$ cat src/rtl/button_cond_pkg.sv
`default_nettype none
// ============================================================================
// Module      : button_cond_pkg
// Description : Shared types and constants for the button conditioner: the
//               per-button debounce FSM state encoding, the counter width and
//               a saturating-increment helper used by every counter.
// Revision    : 1.0 - initial release
// ============================================================================
package button_cond_pkg;

    localparam int CNT_W = 16;

    typedef enum logic [1:0] {
        ST_IDLE         = 2'd0,
        ST_PRESS_WAIT   = 2'd1,
        ST_HELD         = 2'd2,
        ST_RELEASE_WAIT = 2'd3
    } btn_state_t;

    // Counters stop at all-ones instead of wrapping back to zero.
    function automatic logic [CNT_W-1:0] sat_inc(input logic [CNT_W-1:0] v);
        return (&v) ? v : v + 1'b1;
    endfunction

endpackage : button_cond_pkg
`default_nettype wire

$ cat src/rtl/button_conditioner_if.sv
`default_nettype none
// ============================================================================
// Module      : button_conditioner_if
// Description : Button-side and display-side signal bundle of the button
//               conditioner.
//   btn_plus_raw / btn_minus_raw : raw asynchronous buttons, active-high
//   button_plus  / button_minus  : one-cycle increment / decrement pulses
//   held_plus    / held_minus    : debounced button levels
//   master : drives the raw buttons, observes the conditioned outputs
//   slave  : the conditioner itself
// Revision    : 1.0 - initial release
// ============================================================================
interface button_conditioner_if;
    logic btn_plus_raw;
    logic btn_minus_raw;
    logic button_plus;
    logic button_minus;
    logic held_plus;
    logic held_minus;

    modport master (
        output btn_plus_raw, btn_minus_raw,
        input  button_plus, button_minus, held_plus, held_minus
    );

    modport slave (
        input  btn_plus_raw, btn_minus_raw,
        output button_plus, button_minus, held_plus, held_minus
    );
endinterface : button_conditioner_if
`default_nettype wire

$ cat src/rtl/button_debounce.sv
`default_nettype none
// ============================================================================
// Module      : button_debounce
// Description : One button channel: two-flop synchronizer, debounce FSM
//               (IDLE / PRESS_WAIT / HELD / RELEASE_WAIT) with a saturating
//               16-bit stability counter, and an optional auto-repeat timer.
//   clk         : rising-edge clock
//   rst         : asynchronous reset, active-low
//   btn_raw     : raw asynchronous button, active-high
//   press_event : combinational, high in the cycle before an accepted press
//                 (or repeat) is registered by the parent
//   held        : debounced level, high in HELD or RELEASE_WAIT
// Build macro : BUTTON_CONDITIONER_AUTOREPEAT_EN enables the repeat timer.
// Revision    : 1.0 - initial release
// ============================================================================
module button_debounce
    import button_cond_pkg::*;
#(
    parameter int DEBOUNCE_CYCLES = 4,
    parameter int REPEAT_DELAY    = 50,
    parameter int REPEAT_PERIOD   = 10
) (
    input  wire logic clk,
    input  wire logic rst,
    input  wire logic btn_raw,
    output logic      press_event,
    output logic      held
);

    localparam logic [CNT_W-1:0] c_deb_last = CNT_W'(DEBOUNCE_CYCLES - 1);

    logic             r_sync1;
    logic             r_sync2;
    btn_state_t       r_state;
    btn_state_t       w_state_nxt;
    logic [CNT_W-1:0] r_cnt;
    logic [CNT_W-1:0] w_cnt_nxt;
    logic             w_accept;

    // Only r_sync2 is allowed to feed logic; r_sync1 may be metastable.
    always_ff @(posedge clk or negedge rst) begin
        if (!rst) begin
            r_sync1 <= 1'b0;
            r_sync2 <= 1'b0;
        end else begin
            r_sync1 <= btn_raw;
            r_sync2 <= r_sync1;
        end
    end

    always_ff @(posedge clk or negedge rst) begin
        if (!rst) begin
            r_state <= ST_IDLE;
            r_cnt   <= '0;
        end else begin
            r_state <= w_state_nxt;
            r_cnt   <= w_cnt_nxt;
        end
    end

    always_comb begin
        w_state_nxt = r_state;
        w_cnt_nxt   = r_cnt;
        w_accept    = 1'b0;
        case (r_state)
            ST_IDLE: begin
                if (r_sync2) begin
                    w_state_nxt = ST_PRESS_WAIT;
                    w_cnt_nxt   = '0;
                end
            end
            ST_PRESS_WAIT: begin
                if (!r_sync2) begin
                    w_state_nxt = ST_IDLE;
                    w_cnt_nxt   = '0;
                end else if (r_cnt == c_deb_last) begin
                    w_state_nxt = ST_HELD;
                    w_cnt_nxt   = '0;
                    w_accept    = 1'b1;
                end else begin
                    w_cnt_nxt = sat_inc(r_cnt);
                end
            end
            ST_HELD: begin
                if (!r_sync2) begin
                    w_state_nxt = ST_RELEASE_WAIT;
                    w_cnt_nxt   = '0;
                end
            end
            ST_RELEASE_WAIT: begin
                if (r_sync2) begin
                    w_state_nxt = ST_HELD;
                    w_cnt_nxt   = '0;
                end else if (r_cnt == c_deb_last) begin
                    w_state_nxt = ST_IDLE;
                    w_cnt_nxt   = '0;
                end else begin
                    w_cnt_nxt = sat_inc(r_cnt);
                end
            end
            default: begin
                w_state_nxt = ST_IDLE;
                w_cnt_nxt   = '0;
            end
        endcase
    end

    assign held = (r_state == ST_HELD) || (r_state == ST_RELEASE_WAIT);

`ifdef BUTTON_CONDITIONER_AUTOREPEAT_EN
    localparam logic [CNT_W-1:0] c_rpt_delay_last  = CNT_W'(REPEAT_DELAY - 1);
    localparam logic [CNT_W-1:0] c_rpt_period_last = CNT_W'(REPEAT_PERIOD - 1);

    logic [CNT_W-1:0] r_rpt_cnt;
    logic             r_rpt_first;
    logic             w_rpt_hit;

    // Counter is zero on the HELD entry edge, so hitting DELAY-1 lands the
    // registered repeat pulse exactly REPEAT_DELAY cycles after entry. A
    // repeat is only issued while the button is still seen pressed, so no
    // pulse coincides with leaving HELD.
    assign w_rpt_hit = (r_state == ST_HELD) && r_sync2 &&
                       (r_rpt_cnt == (r_rpt_first ? c_rpt_delay_last
                                                  : c_rpt_period_last));

    always_ff @(posedge clk or negedge rst) begin
        if (!rst) begin
            r_rpt_cnt   <= '0;
            r_rpt_first <= 1'b1;
        end else if (r_state != ST_HELD) begin
            r_rpt_cnt   <= '0;
            r_rpt_first <= 1'b1;
        end else if (w_rpt_hit) begin
            r_rpt_cnt   <= '0;
            r_rpt_first <= 1'b0;
        end else begin
            r_rpt_cnt   <= sat_inc(r_rpt_cnt);
        end
    end

    assign press_event = w_accept | w_rpt_hit;
`else
    // Repeat parameters have no effect in this build.
    logic [63:0] w_unused_repeat_cfg;
    assign w_unused_repeat_cfg = {REPEAT_DELAY, REPEAT_PERIOD};

    assign press_event = w_accept;
`endif

endmodule : button_debounce
`default_nettype wire

$ cat src/rtl/button_conditioner.sv
`default_nettype none
// ============================================================================
// Module      : button_conditioner
// Description : Conditions the plus / minus buttons for the segment display:
//               two independent debounce channels, net-zero suppression when
//               both would pulse in the same cycle, and registered pulses.
//   clk : rising-edge clock
//   rst : asynchronous reset, active-low
//   bus : button_conditioner_if.slave (raw buttons in; pulses and held
//         levels out)
// Parameters  : DEBOUNCE_CYCLES, REPEAT_DELAY, REPEAT_PERIOD (1..65535)
// Build macro : BUTTON_CONDITIONER_AUTOREPEAT_EN enables auto-repeat.
// Revision    : 1.0 - initial release
// ============================================================================
module button_conditioner
    import button_cond_pkg::*;
#(
    parameter int DEBOUNCE_CYCLES = 4,
    parameter int REPEAT_DELAY    = 50,
    parameter int REPEAT_PERIOD   = 10
) (
    input  wire logic           clk,
    input  wire logic           rst,
    button_conditioner_if.slave bus
);

    logic w_ev_plus;
    logic w_ev_minus;
    logic r_plus;
    logic r_minus;

    button_debounce #(
        .DEBOUNCE_CYCLES (DEBOUNCE_CYCLES),
        .REPEAT_DELAY    (REPEAT_DELAY),
        .REPEAT_PERIOD   (REPEAT_PERIOD)
    ) u_plus (
        .clk         (clk),
        .rst         (rst),
        .btn_raw     (bus.btn_plus_raw),
        .press_event (w_ev_plus),
        .held        (bus.held_plus)
    );

    button_debounce #(
        .DEBOUNCE_CYCLES (DEBOUNCE_CYCLES),
        .REPEAT_DELAY    (REPEAT_DELAY),
        .REPEAT_PERIOD   (REPEAT_PERIOD)
    ) u_minus (
        .clk         (clk),
        .rst         (rst),
        .btn_raw     (bus.btn_minus_raw),
        .press_event (w_ev_minus),
        .held        (bus.held_minus)
    );

    // Coincident plus/minus events cancel each other. The ~r_* term keeps a
    // pulse from ever lasting two cycles even with 1-cycle repeat settings.
    always_ff @(posedge clk or negedge rst) begin
        if (!rst) begin
            r_plus  <= 1'b0;
            r_minus <= 1'b0;
        end else begin
            r_plus  <= w_ev_plus  & ~w_ev_minus & ~r_plus;
            r_minus <= w_ev_minus & ~w_ev_plus  & ~r_minus;
        end
    end

    assign bus.button_plus  = r_plus;
    assign bus.button_minus = r_minus;

endmodule : button_conditioner
`default_nettype wire
$ cat src/flat_wrapper.sv
// flat-port wrapper written by rule: the top's interface ports become plain ports
module button_conditioner_flat import button_cond_pkg::*;
#(
    parameter int DEBOUNCE_CYCLES = 4,
    parameter int REPEAT_DELAY    = 50,
    parameter int REPEAT_PERIOD   = 10
)
  (clk, rst, bus_btn_plus_raw, bus_btn_minus_raw, bus_button_plus, bus_button_minus, bus_held_plus, bus_held_minus);
  button_conditioner_if bus_i ();
  input  wire logic clk;
  input  wire logic rst;
  input wire logic [$bits(bus_i.btn_plus_raw)-1:0] bus_btn_plus_raw;
  input wire logic [$bits(bus_i.btn_minus_raw)-1:0] bus_btn_minus_raw;
  output wire logic [$bits(bus_i.button_plus)-1:0] bus_button_plus;
  output wire logic [$bits(bus_i.button_minus)-1:0] bus_button_minus;
  output wire logic [$bits(bus_i.held_plus)-1:0] bus_held_plus;
  output wire logic [$bits(bus_i.held_minus)-1:0] bus_held_minus;
  assign bus_i.btn_plus_raw = bus_btn_plus_raw;
  assign bus_i.btn_minus_raw = bus_btn_minus_raw;
  assign bus_button_plus = bus_i.button_plus;
  assign bus_button_minus = bus_i.button_minus;
  assign bus_held_plus = bus_i.held_plus;
  assign bus_held_minus = bus_i.held_minus;
  button_conditioner #(.DEBOUNCE_CYCLES(DEBOUNCE_CYCLES), .REPEAT_DELAY(REPEAT_DELAY), .REPEAT_PERIOD(REPEAT_PERIOD)) u_core (.clk(clk), .rst(rst), .bus(bus_i));
endmodule
$ cat config.mk
export PLATFORM = sky130hd
export DESIGN_NAME = button_conditioner_flat
export DESIGN_NICKNAME = d
export VERILOG_FILES = /design/src/rtl/button_cond_pkg.sv /design/src/rtl/button_conditioner_if.sv /design/src/rtl/button_debounce.sv /design/src/rtl/button_conditioner.sv /design/src/flat_wrapper.sv
export SDC_FILE = /design/constraint.sdc
export NUM_CORES = 1
export LEC_CHECK = 0
export ABC_AREA = 1
export CELL_PAD_IN_SITES_DETAIL_PLACEMENT = 1
export CELL_PAD_IN_SITES_GLOBAL_PLACEMENT = 2
export CORE_MARGIN = 2
export CORE_UTILIZATION = 34
export CTS_CLUSTER_SIZE = 30
export DETAILED_ROUTE_END_ITERATION = 8
export PLACE_DENSITY_LB_ADDON = 0.2
export SYNTH_ARGS = -nofsm -noshare
export SYNTH_HDL_FRONTEND = slang
export SYNTH_HIERARCHICAL = 1
export SYNTH_SLANG_ARGS = --single-unit
$ cat constraint.sdc
create_clock -name clk -period 1.97 [get_ports clk]
set_input_delay 0.197 -clock clk [delete_from_list [all_inputs] [get_ports clk]]
set_output_delay 0.197 -clock clk [all_outputs]
set_load 0.005 [all_outputs]
## Word-level counts from Yosys, hierarchy flattened

Index checks and enable logic that the tools add are counted.

| operators by class | value |
|---|---|
| equal/unequal tests | 16 |
| add/subtract/negate cells | 2 |
| bitwise gates (word level) | 8 |
| multiplexer cells | 34 |
| reductions and logical operators | 10 |

Operators by type and width:

| kind | count |
|---|---|
| $mux W16 | 12 |
| $pmux W16 S4 | 2 |
| $add A16 B1 Y16 const B | 2 |
| $eq A16 B2 Y1 const B | 2 |
| $reduce_and A16 Y1 | 2 |
| $mux W2 | 12 |
| $pmux W2 S4 | 2 |
| $ne A3 B3 Y1 const B | 4 |
| $eq A2 B2 Y1 const B | 4 |
| $ne A2 B2 Y1 const B | 4 |
| $reduce_and A4 Y1 | 2 |
| $mux W1 | 6 |
| $and A1 B1 Y1 | 4 |
| $eq A2 B1 Y1 const B | 2 |
| $logic_not A2 Y1 | 2 |
| $not A1 Y1 | 4 |
| $reduce_and A2 Y1 | 2 |
| $logic_or A1 B1 Y1 | 2 |

| storage, ports and cells | value |
|---|---|
| logic and storage cells | 80 |
| output and inout port bits | 4 |
| register bits | 42 |
| input bits | 4 |

## Longest topological paths before layout

Gate-level depths: netlist of run 1.

| depth | value |
|---|---|
| depth in word-level cells | 7 |
| gate-level depth with buffers | 10 |
| gate-level depth less buffers | 10 |

## Modules after synthesis

Netlist of run 1, hierarchy kept.

Modules (own cells, without submodules):

| module | seq. area each (µm²) | cells each | instances | area each (µm²) |
|---|---|---|---|---|
| button_debounce | 500.5 | 213 | 2 | 1376.3 |
| button_conditioner | 50.0 | 8 | 1 | 77.6 |

## Worst setup path after synthesis of run 1

OpenSTA, ideal clock, no wires.

| timing | value |
|---|---|
| path type | reg2reg |
| start point | register u_core.u_minus.r_cnt[0] |
| end point | register u_core.u_minus.r_cnt[3] |
| data required time | 1.852 ns |
| buffers on the path | 0 |
| arrival time | 1.352 ns |
| cell stages (with the launch flop) | 11 |
| path slack | 0.500 ns |
| period minus slack after synthesis | 1.470 ns |
| cells stage by stage | dfrtp_1 > ha_1 > inv_2 > nor2_2 > nand2_2 > nor2_4 > nor2_2 > inv_2 > nand2_1 > nand2_1 > nor2_2 |

| between the ends | value |
|---|---|
| longest elaborated chain between the ends | 5 |
| elaborated cells on any way between the ends | 8 |
| classes of those cells | add/sub: 1; eq/ne: 1; mux: 5; reduce/logical: 1 |

Ends and longest elaborated chain:

| element | line | RTL |
|---|---|---|
| from (decl) | button_debounce.sv:36 | `logic [CNT_W-1:0] r_cnt;` |
| from (signal assigned) | button_debounce.sv:57 | `r_cnt <= w_cnt_nxt;` |
| $add A16 B1 Y16 or $reduce_and A16 Y1 (tied branches) | button_cond_pkg.sv:22 | `return (&v) ? v : v + 1'b1;` |
| $mux W16 | button_cond_pkg.sv:22 |  |
| $mux W16 * | button_debounce.sv:76, button_debounce.sv:94 |  |
| $mux W16 (on tied branches) | button_debounce.sv:91, button_debounce.sv:73 |  |
| $pmux W16 S4 * | button_debounce.sv:65 | `case (r_state)` |

Every way passes the cells marked *; elsewhere a longest branch is shown, timed or not.
A chain may end at the register's enable or synchronous reset.

## Worst setup path after layout of run 1

| timing | value |
|---|---|
| start point | register u_core.u_plus.r_cnt[0] |
| end point | register u_core.r_minus, in the netlist u_core/bus.button_minus |

| between the ends | value |
|---|---|
| longest elaborated chain between the ends | 7 |

Ends and longest elaborated chain:

| element | line | RTL |
|---|---|---|
| from (decl) | button_debounce.sv:36 |  |
| from (signal assigned) | button_debounce.sv:57 |  |
| $eq A16 B2 Y1 | button_debounce.sv:76 | `end else if (r_cnt == c_deb_last) begin` |
| $mux W1 | button_debounce.sv:76 |  |
| $mux W1 | button_debounce.sv:73 | `if (!r_sync2) begin` |
| $mux W1 | button_debounce.sv:65 |  |
| net u_core.w_ev_plus | button_conditioner.sv:27 | `logic w_ev_plus;` |
| $not A1 Y1 | button_conditioner.sv:64 | `r_minus <= w_ev_minus & ~w_ev_plus & ~r_minus;` |
| $and A1 B1 Y1 (2 in series) | button_conditioner.sv:64 |  |
| to (signal assigned) | button_conditioner.sv:64 |  |
| to (decl) | button_conditioner.sv:30 | `logic r_minus;` |

The timed path passes the listed nets, and every way through them passes these cells.

==> out/qor.yml, run 1 <==
status: "finished clean"
synth_top_area_share_pct: 37.1
vias: 2648
avgSynthCellArea_um2: 6.52
clk_pin_slew_ns: 0.09
synth-simple-area-share_pct: 49.2
grt_pass1_wl_um: 13400
core_area_um2: 8130
cts_buffer_depth: 2
setup_tns_ns: 0
ir_drop_v: 0.000338
nets: 456
final.setup_skew_ns: 0.00521
setup_viol: 0
wl_per_cell_um: 14.1
clock_latency_ns: 0.29
final_core_util_pct: 38.8
gp_congestion: 0.803
cp-end-kind: "register"
syn_to_final_growth_pct: 11.4
drv_cap: 0
pre_cts_ws_ns: 0.235
synth_cell_types: 19
yosysTopAreaCell: "dfrtp_1"
cp-startpoint: "u_core/u_plus/r_cnt[0]"
drt_wl_total_um: 7820
synthAdderAreaFrac_pct: 0.884
boundaryPins: 8
fill_cells: 1071
die_h_um: 95.2
die-area_um2: 9070
rsz0062_at_grt: "no"
crit_arrival_ns: 1.97
slew_headroom_pct: 65.6
antenna_found_initial: 0
port_buffers: 7
clock-sinks: 42
powerDensity_nw_per_um2: 827
ys_ff_latch: 42
ant_nets: 0
cts_setup_buffers: 0
dr.pass1.iters: 5
min_path_type: "in2reg"
fin_crit_sh_pct: 90.2
syn_nets: 440
leakagePower_nw: 1.54
drc: 0
num_rows: 33
clockRootBuffer: "clkbuf_8"
hpwl_um: 6020
synth_compound_area_share_pct: 1.95
ys_seq_area_share_pct: 37.1
crit_type: "reg2reg"
synth_area_leaders: "dfrtp_1 37%, nand2_1 18%, nand3_1 8.8%, inv_1 8.8%, nor2_1 6.6%"
drive_gt1_share_pct: 14.4
cts_buffers: 5
synth_top_family_by_area: "simple AND/OR/NAND/NOR gates"
tightestPinTransition_ns: 0.511
grt.total_usage_pct: 18.9
synth_xor_area_share_pct: 0.619
fmax_mhz: 563
synth_mux_area_share_pct: 0
yosys_warnings: 6
synth_area_um2: 2830
synthesis.instances: 434
grt_pass1_vias: 2585
min_from: "bus_btn_minus_raw"
first_iter_violations: 139
vias_per_cell: 4.76
grt_remaining_overflow: 0
worst_ep_required_time_ns: 2.16
post-route-min-period_ns: 1.78
hold_viol_final: 0
ctsHtreeMaxLevel: 2
r2r-start: "u_core/u_plus/r_cnt[0]"
grt_max_degree: 43
crit_fanout: 7
drv_slew: 0
initial_utilization_pct: 34.8
die_w_um: 95.2
n_antenna_cell: 0
layout_setup_ws_ns: 0.194
startpoint_type: "register"
cts_tree: "done"
critical path: stages (launching register included):
cell and delay [ns]:
dfrtp_1 0.41, ha_1 0.32, nand3_1 0.13, nor2_1 0.12, nand2_1 0.09, nor4_1 0.40
inv_1 0.08, nand2_1 0.09, nor2_2 0.03
synthesized netlist by cell type:
cell,number
nor2_1,50
nand2_2,12
buf_2,2
nand3_2,4
nor4_1,2
o21ai_0,4
nor3_1,6
o21bai_1,2
nor2_2,24
ha_1,2
inv_2,8
xor2_1,2
nor2_4,6
inv_1,66
a21oi_1,4
nand2_1,138
nand4_1,10
dfrtp_1,42
nand3_1,50
logic make-up (layout without fill, tap and decap cells):
logic type	count (synthesis)	in the layout
simple gates	302	302
fa+ha+maj	2	2
compound gates	10	10
xor+xnor	2	2
buf+inv	76	93
flops	42	42
final timing paths:
kind,to,slack [ns],cells past startpoint
worst max-delay path,u_core/bus.button_minus,0.19,8
worst min-delay path,u_core/u_minus/r_sync1,0.36,1
worst max register to register,u_core/bus.button_minus,0.19,8
worst min register to register,u_core/u_minus/r_sync2,0.37,0
max in group asynchronous,u_core/u_plus/r_cnt[2],1.35,3
min in group asynchronous,u_core/u_plus/r_cnt[12],0.41,3
final cells by class:
cell class	instances	area, um^2	area share (%)
Inverter	74	278	8.81
Sequential cell	42	1050	33.3
Clock buffer	7	86.3	2.74
Timing Repair Buffer	11	110	3.49
Tap cell	105	131	4.17
Multi-Input combinational cell	316	1490	47.3
Clock inverter	1	5.00	0.159
metal layers:
layer / routed length [um] / vias up / global-route usage [%] / part of all wire (%)
li1: - / 1366 / - / -
met1: 4370 / 1246 / 31.2 / 56
met2: 3130 / 34 / 25.8 / 40
met3: 279 / 2 / 2.61 / 3.6
met4: 30 / 0 / 3.26 / 0.38
met5: 0 / - / 0 / 0
registers in the layout (all words and copies together), names as in the netlist, named ones only:
register	cells
u_core/u_minus/r_cnt	16
u_core/u_minus/r_sync1	1
u_core/u_plus/r_sync1	1
u_core/u_plus/r_state	1
u_core/bus.button_minus	1
u_core/bus.button_plus	1
u_core/u_plus/r_cnt	16
u_core/u_plus/r_sync2	1
u_core/u_minus/r_sync2	1
u_core/u_minus/r_state	1
placed cells by master (no fill, tap or decap), drive strengths merged:
| cell type | instances |
|---|---|
| ha | 2 |
| clkdlybuf4s50 | 6 |
| o21ai | 4 |
| xor2 | 2 |
| a21oi | 4 |
| nand2 | 150 |
| inv | 74 |
| nor3 | 6 |
| nand4 | 10 |
| dlygate4sd3 | 1 |
| clkinv | 1 |
| clkbuf | 7 |
| nand3 | 54 |
| nor4 | 2 |
| dfrtp | 42 |
| o21bai | 2 |
| nor2 | 80 |
| buf | 4 |
what timing repair did:
action                                 CTS  global route
endpoints found under the hold margin   42             0
hold buffers                             1             0
resized for setup                        0             0
per-stage QoR:
| step | power [mW] | cells | hold WS [ns] | area (um^2) |
|---|---|---|---|---|
| floorplan | 1.71 | 434 | -0.0986 | 2830 |
| global placement | 2.01 | 547 | 0.196 | 3050 |
| detailed placement | 2.04 | 547 | 0.195 | 3050 |
| CTS | 2.65 | 556 | 0.344 | 3150 |
| global route | 2.82 | 556 | 0.330 | 3150 |
| finish | 2.61 | 556 | 0.358 | 3150 |
where the power goes:
| part | total, mW | leakage (nW) | switching (mW) | internal [mW] |
|---|---|---|---|---|
| Sequential | 1.07 | 0.567 | 0.131 | 0.942 |
| Clock | 0.591 | 0.0482 | 0.308 | 0.284 |
| Combinational | 0.945 | 0.925 | 0.638 | 0.306 |
| Total | 2.61 | 1.54 | 1.08 | 1.53 |
No activity file was read; power rests on OpenSTA's default activity.
==> inputs of run 2 (changes only) <==
- REMOVE_ABC_BUFFERS: unset -> 1
==> out/qor.yml, run 2 (same netlist as run 1, synthesis figures left out) <==
status: "finished clean"  # unchanged
grtUsageMet3_pct: 2.13  # was 2.61%
num_rows: 33  # unchanged
dr.pass1.iters: 4  # was 5
met1_usage_pct: 28.5  # was 31.2%
rr_endpoint: "u_core/u_minus/r_cnt[2]"  # was u_core/bus.button_minus
r2r-start: "u_core/u_minus/r_cnt[0]"  # was u_core/u_plus/r_cnt[0]
crit_path_max_incr_delay_ns: 0.41  # about the same
crit_fanout: 10  # was 7
die-area_um2: 9070  # unchanged
cts_tree: "done"  # unchanged
grt_pass1_wl_um: 13000  # was 13400 um
holdBufCountCts: 1  # unchanged
finalPower_mw: 2.81  # was 2.61 mW
cts_resized: 0  # unchanged
grt-busiest-layer: "met1"  # unchanged
rsz0062_at_grt: "no"  # unchanged
antenna_found_initial: 0  # unchanged
grt_pass1_vias: 2568  # was 2585
hold_viol_final: 0  # unchanged
min_path_type: "in2async"  # was in2reg
register_area_um2: 1050  # unchanged
ant_nets: 0  # unchanged
crit_buf_inv: 0  # was 1
n_antenna_cell: 0  # unchanged
fill_cells: 1080  # was 1071
crit_arrival_ns: 1.94  # was 1.97 ns
crit_type: "reg2reg"  # unchanged
drive_gt1_share_pct: 14.3  # was 14.4%
setup_viol: 0  # unchanged
drv_slew: 0  # unchanged
grt_max_degree: 32  # was 43
cp.depth: 8  # unchanged
multiInputGateArea_um2: 1490  # unchanged
fin_crit_sh_pct: 88.8  # was 90.2%
drv_cap: 0  # unchanged
nets: 454  # was 456
drt_wl_total_um: 7720  # was 7820 um
tightestPinTransition_ns: 0.404  # was 0.511 ns
cp-end-kind: "register"  # unchanged
cp-startpoint: "u_core/u_minus/r_cnt[0]"  # was u_core/u_plus/r_cnt[0]
vias: 2625  # was 2648
vias_per_cell: 4.74  # was 4.76
worstRegToRegCells: 8  # unchanged
leakagePower_nw: 1.55  # was 1.54 nW
grt_util_met2_pct: 27.1  # was 25.8%
core_area_um2: 8130  # unchanged
worst_ep_required_time_ns: 2.16  # about the same
port_buffers: 7  # unchanged
setup_tns_ns: 0  # unchanged
startpoint_type: "register"  # unchanged
drc: 0  # unchanged
regToRegSetupSlack_ns: 0.22  # was 0.19 ns
slew_headroom_pct: 72.8  # was 65.6%
die_w_um: 95.2  # unchanged
initial_utilization_pct: 34.8  # unchanged
cp_top_family: "simple AND/OR/NAND/NOR gates"  # unchanged
crit_chain: "ha_1, nand3_1, nor2_1, nand2_1, nand2_2, nand2_2, nand2_1, nor2_2"  # was ha_1, nand3_1, nor2_1, nand2_1, nor4_1, inv_1, nand2_1, nor2_2
first_iter_violations: 104  # was 139
ctsHtreeMaxLevel: 2  # unchanged
clk_pin_slew_ns: 0.09  # about the same
hpwl_um: 5970  # was 6020 um
crit_end: "u_core/u_minus/r_cnt[2]"  # was u_core/bus.button_minus
clock-sinks: 42  # unchanged
fmax_mhz: 572  # was 563 MHz
die_h_um: 95.2  # unchanged
final_cell_mix: "138 x nand2_1, 66 x inv_1, 50 x nor2_1, 50 x nand3_1, 42 x dfrtp_1"  # unchanged
cts_buffer_depth: 2  # unchanged
post-route-min-period_ns: 1.75  # was 1.78 ns
final.setup_skew_ns: 0.00892  # was 0.00521 ns
gp_congestion: 0.831  # was 0.803
cts_setup_buffers: 0  # unchanged
cpMaxStageDelayCell: "dfrtp_1"  # unchanged
wl_per_cell_um: 13.9  # was 14.1 um
grt_remaining_overflow: 0  # unchanged
grt.total_usage_pct: 18.3  # was 18.9%
boundaryPins: 8  # unchanged
top_regs: "u_core/u_minus/r_cnt x16, u_core/u_plus/r_cnt x16"  # unchanged
cts_buffers: 5  # unchanged
powerDensity_nw_per_um2: 882  # was 827 nW/um^2
ir_drop_v: 0.000340  # was 0.000338 V
clock_latency_ns: 0.30  # was 0.29 ns
timing.hold.ws_ns: 0.318  # was 0.358 ns
final_common_cell: "nand2_1"  # unchanged
clockRootBuffer: "clkbuf_8"  # unchanged
syn_to_final_growth_pct: 12.5  # was 11.4%
==> run 2: routing by layer <==
layer	wire, um	share of wire (%)	up-vias
li1	-	-	1360
met3	146	1.9	4
met4	50	0.65	0
met1	4350	56	1233
met5	0	0	-
met2	3170	41	28
==> run 2: cell type report <==
class	count	area share, %
Clock inverter	3	2.16
Sequential cell	42	33.0
Timing Repair Buffer	9	2.99
Multi-Input combinational cell	316	46.8
Inverter	74	8.72
Clock buffer	5	2.16
Tap cell	105	4.13
==> run 2: metrics by stage <==
step	area, um^2	util [%]	instances	worst slack [ns]
after floorplan	2820	-	432	0.500
after global placement	3040	37.3	545	0.294
after detailed placement	3040	37.3	545	0.256
after CTS	3180	39.1	554	0.239
after global routing	3180	39.1	554	0.0740
final	3180	39.1	554	0.221
==> run 2: where the power goes <==
group	switching (mW)	total [mW]	internal (mW)	leakage [nW]
combinational	0.618	0.897	0.279	0.914
clock	0.332	0.840	0.508	0.0683
sequential	0.130	1.07	0.942	0.567
==> run 2: worst min-delay path by stage <==
stage | start | endpoint | slack [ns] | cells past startpoint
final | rst | u_core/u_plus/r_cnt[12] | 0.32 | 2
after global routing | bus_btn_plus_raw | u_core/u_plus/r_sync1 | 0.32 | 1
after CTS | rst | u_core/u_plus/r_sync1 | 0.32 | 2
after detailed placement | rst | u_core/u_plus/r_sync1 | 0.12 | 1
after global placement | rst | u_core/u_plus/r_cnt[15] | 0.11 | 1
after floorplan | rst | u_core/bus.button_minus | -0.1 | 0
==> run 2: worst register-to-register path, cell delays in order, from the launching register on <==
cell	delay [ns]
dfrtp_1	0.41
ha_1	0.33
nand3_1	0.17
nor2_1	0.13
nand2_1	0.10
nand2_2	0.15
nand2_2	0.19
nand2_1	0.14
nor2_2	0.04
